[config.mk]
export PLATFORM = sky130hd
export DESIGN_NAME = regbank_fwd
export DESIGN_NICKNAME = d
export VERILOG_FILES = /design/src/rtl/regbank_fwd.sv
export SDC_FILE = /design/constraint.sdc
export NUM_CORES = 1
export LEC_CHECK = 0
export CAP_MARGIN = 10
export CORE_ASPECT_RATIO = 0.9
export CORE_MARGIN = 4
export CORE_UTILIZATION = 59
export DETAILED_ROUTE_END_ITERATION = 10
export PLACE_DENSITY = 0.78
export SKIP_LAST_GASP = 1
export SLEW_MARGIN = 20
export SYNTH_ARGS = -nofsm -noshare
export SYNTH_HDL_FRONTEND = slang
export SYNTH_SLANG_ARGS = --single-unit
[constraint.sdc]
create_clock -name clk -period 1.65 [get_ports clk]
set_input_delay 0.165 -clock clk [delete_from_list [all_inputs] [get_ports clk]]
set_output_delay 0.165 -clock clk [all_outputs]
set_load 0.01 [all_outputs]
[src/rtl/regbank_fwd.sv]
// Decode-stage register bank with registered A/B operands and tag-compare forwarding.
// Sources are EX, DM and WB, in that priority. A load in EX that feeds an active source raises stall.
module regbank_fwd #(
  parameter int unsigned DW       = 16,
  parameter int unsigned AW       = 5,
  parameter bit          ZERO_REG = 1'b1
) (
  input  logic          clk,
  input  logic          rst_n,
  input  logic [AW-1:0] ra,
  input  logic [AW-1:0] rb,
  input  logic          rd_en,
  input  logic [DW-1:0] imm,
  input  logic          imm_sel,
  input  logic          ex_we,
  input  logic          ex_ld,
  input  logic [AW-1:0] ex_wa,
  input  logic [DW-1:0] ex_data,
  input  logic          dm_we,
  input  logic [AW-1:0] dm_wa,
  input  logic [DW-1:0] dm_data,
  input  logic          we,
  input  logic [AW-1:0] wa,
  input  logic [DW-1:0] wd,
  output logic [DW-1:0] a_q,
  output logic [DW-1:0] b_q,
  output logic [1:0]    fwd_a,
  output logic [1:0]    fwd_b,
  output logic          stall
);

  localparam int unsigned DEPTH = 1 << AW;

  typedef enum logic [1:0] {
    SRC_FILE = 2'b00,
    SRC_EX   = 2'b01,
    SRC_DM   = 2'b10,
    SRC_WB   = 2'b11
  } src_e;

  logic [DW-1:0] regs_q [DEPTH];

  logic    a_zero, b_zero, a_active, b_active;
  logic [DW-1:0] a_d, b_d;
  src_e    a_src_d, b_src_d;

  always_ff @(posedge clk or negedge rst_n) begin
    if (!rst_n) begin
      for (int unsigned i = 0; i < DEPTH; i++) regs_q[i] <= '0;
    end else if (we && !(ZERO_REG && (wa == '0))) begin
      regs_q[wa] <= wd;
    end
  end

  assign a_zero   = ZERO_REG && (ra == '0);
  assign b_zero   = ZERO_REG && (rb == '0);
  assign a_active = !a_zero;
  assign b_active = !b_zero && !imm_sel;

  assign stall = ex_we && ex_ld &&
                 ((a_active && (ex_wa == ra)) || (b_active && (ex_wa == rb)));

  always_comb begin
    a_d     = regs_q[ra];
    a_src_d = SRC_FILE;
    if (a_zero) begin
      a_d     = '0;
      a_src_d = SRC_FILE;
    end else if (ex_we && (ex_wa == ra)) begin
      a_d     = ex_data;
      a_src_d = SRC_EX;
    end else if (dm_we && (dm_wa == ra)) begin
      a_d     = dm_data;
      a_src_d = SRC_DM;
    end else if (we && (wa == ra)) begin
      a_d     = wd;
      a_src_d = SRC_WB;
    end
  end

  // The immediate overrides B before any tag compare, so rb cannot match while imm_sel is set.
  always_comb begin
    b_d     = regs_q[rb];
    b_src_d = SRC_FILE;
    if (imm_sel) begin
      b_d     = imm;
      b_src_d = SRC_FILE;
    end else if (b_zero) begin
      b_d     = '0;
      b_src_d = SRC_FILE;
    end else if (ex_we && (ex_wa == rb)) begin
      b_d     = ex_data;
      b_src_d = SRC_EX;
    end else if (dm_we && (dm_wa == rb)) begin
      b_d     = dm_data;
      b_src_d = SRC_DM;
    end else if (we && (wa == rb)) begin
      b_d     = wd;
      b_src_d = SRC_WB;
    end
  end

  always_ff @(posedge clk or negedge rst_n) begin
    if (!rst_n) begin
      a_q   <= '0;
      b_q   <= '0;
      fwd_a <= SRC_FILE;
      fwd_b <= SRC_FILE;
    end else if (rd_en && !stall) begin
      a_q   <= a_d;
      b_q   <= b_d;
      fwd_a <= a_src_d;
      fwd_b <= b_src_d;
    end
  end

endmodule

==> impl_metrics.ini <==
[status]
status = finished, violations left
violations = setup timing

[die]
die-width_um = 249
io_pins = 134
dieArea_mm2 = 0.0558
start_util_pct = 59.6
die_h_um = 225
core_area_mm2 = 0.0516
rows = 79

[grt]
grt_pass1_vias = 25100
grt-ovfl-total = 0
grt_max_degree = 88
antenna_found_initial = 0
grt_first_pass_wirelength_um = 156000
gr-usage-all-layers_pct = 36.7

[final_layout]
nNetsFinal = 2846
drive_gt1_share_pct = 47.9
mostFrequentLayoutCell = dfrtp_1
layout_common_cells = 540 x dfrtp_1, 497 x mux2_2, 339 x buf_4
fillers = 3202
final_util_pct = 75.7
area.growth.synth_to_final_pct = 27.1
diodes = 0

[sta]
fin_ws_ns = -0.0970
fmax_ghz = 0.572
worst_pin_slew_ns = 0.906
period_share_pct = 106
period_needed_ns = 1.75
clock_skew_ns = 0.0204
hold_viol = 0
finalSetupViolCount = 18
slew_violations = 0
grt_setup_unrepaired = yes
max-slew-margin-rel_pct = 39.6

[critical_path]
reg2reg_depth = 7
required_ns = 2.17
cp_max_fo = 3
slowest_stage = mux4_2
cp.arrival_ns = 2.27
cp-startpoint = regs_q[206]$_DFFE_PN0P_
r2r_end = a_q[14]$_DFFE_PN0P_
r2r-start = regs_q[206]$_DFFE_PN0P_
crit_type = reg2reg
max_stage_delay_ns = 0.49
end_kind = flop
r2r_setup_slack_ns = -0.1
worstPathCellList = mux4_2 > mux2i_1 > buf_4 > nand3_2 > buf_6 > a31oi_4 > o31ai_2
critPathLaunchType = flop

[clock_tree]
insertion_delay_ns = 0.64
clk_pin_slew_worst_paths_ns = 0.06
cts_root_buf = clkbuf_16
ctsLongestPathBuffers = 3
clkSinkCount = 548
cts_tree = yes
cts_htree_levels = 2
numCtsBuffers = 58

[yosys]
syn_avg_cell_area_um2 = 13.1
synth.top_cell.area_share_pct = 44.6
synth-seq-cells = 548
ys_warn_count = 0
syn_inst = 2350
mappedNetlistNets = 2447
ys_top_cells_by_area = dfrtp_1 45%, mux2_2 18%, mux2i_1 9.6%, mux4_2 9.4%, a22oi_1 2.9%
synth_cell_types = 55
synthesis.area_mm2 = 0.0307
synth_area_leader_cell = dfrtp_1
ys_seq_area_share_pct = 44.6

[route]
dr_total_vias = 24100
viasPerCell = 6.92
first_iter_violations = 2691
wl_um = 105000
drc = 0
first_pass_iters = 5
wire_per_inst_um = 30.2
ant_nets = 0

[flow_run]
maxCapViolations = 0

[place]
portBuffers = 133
place_congestion = 0.997
hpwlAfterDp_um = 70100
place_ws_ns = -0.865

[power_and_ir_drop]
p_leak_nw = 17.7
p_per_area_mw_per_mm2 = 1090
irDropWorstVdd_uv = 886

[worst_hold_path]
min_path_type = in2async
## sequential cells by signal, indices dropped and copies added, names as in the netlist
register / flops
fwd_a: 2
a_q: 16
fwd_b: 2
regs_q: 512
b_q: 16
## layer usage
layer  GRT usage [%]  share of wire [%]  vias up
met3            9.56                 11      381
met1            49.5                 38    12300
met2            55.9                 45     1659
met5               0                  0        -
met4            18.8                5.6        0
li1                -                  -     9746
## critical path: cells and delay by family (launching register included)
kind | cells | cell delay, ns
AOI/OAI and AO/OA | 2 | 0.22
buffers and inverters | 2 | 0.31
DFF | 1 | 0.39
muxes | 2 | 0.64
and+or+nand+nor | 1 | 0.07
## cells in the mapped netlist, drive strengths merged
cell,number
o211ai,17
mux2,504
a221oi,24
dfrtp,548
and2,3
or4,2
and3,2
or2,4
a211oi,1
or3b,1
o21a,16
a31oi,32
nor4,3
nand2,68
nand3,15
or3,1
a22oi,120
nand3b,4
o21ai,29
o211a,1
o31ai,17
a311oi,1
o41ai,1
a21oi,65
nor3b,4
a221o,32
inv,2
buf,123
xnor2,22
nor2,72
mux2i,296
nand4,18
nor3,19
xor2,8
clkbuf,126
nand2b,17
mux4,128
nor2b,4
## per-stage QoR
stage               total power, mW  cell area [um2]  TNS [ns]  hold slack, ns  instances
finish                         42.4            39000    -0.728           0.112       3484
global route                   43.9            39000     -1.77           0.139       3484
detailed placement             27.8            36300   -252.98         -0.0242       3345
global placement               27.2            36300   -233.58         -0.0248       3345
CTS                            42.0            38600    -0.497           0.107       3473
floorplan                      23.5            31100     -4.46          -0.131       2350
## layout make-up
class / count / area (um2) / share of cell area, %
multi-input combinational: 1551 / 16300 / 41.8
timing repair buffer: 588 / 6080 / 15.6
clock buffer: 87 / 1790 / 4.59
inverter: 2 / 7.51 / 0.0192
tap: 688 / 861 / 2.20
sequential: 548 / 13700 / 35.1
clock inverter: 20 / 256 / 0.657
## what timing repair did
action                                  CTS  global route
cloned                                    0             1
endpoints found under the setup margin   73            58
endpoints found under the hold margin   548             0
buffers inserted                         20            13
pin swaps                                29            53
resized for setup                       106            71
hold buffers                              2             0
## where the power goes
part | internal [mW] | leakage, nW | switching (mW)
clock network | 8.40 | 1.02 | 5.66
registers | 16.0 | 6.99 | 2.00
logic | 5.96 | 9.66 | 4.45
total | 30.3 | 17.7 | 12.1
## cell families (layout without fill, tap and decap cells)
group	after synthesis	count (layout)	share of synthesized area, %
AO/OA/AOI/OAI	356	356	8.61
XOR/XNOR	30	30	0.879
buffers and inverters	251	697	4.47
flip-flops	548	548	44.6
multiplexers	928	928	37.5
AND/OR/NAND/NOR	237	237	3.93
## worst max path at each step
stage | to | cells past startpoint | slack, ns
after detailed placement | b_q[6]$_DFFE_PN0P_ | 7 | -0.87
after global routing | a_q[14]$_DFFE_PN0P_ | 7 | -0.14
final | a_q[14]$_DFFE_PN0P_ | 7 | -0.1
after floorplan | b_q[6]$_DFFE_PN0P_ | 8 | -0.1
after CTS | stall | 6 | -0.18
after global placement | b_q[0]$_DFFE_PN0P_ | 7 | -0.77
Note: power is estimated with default switching activity, not from simulation.
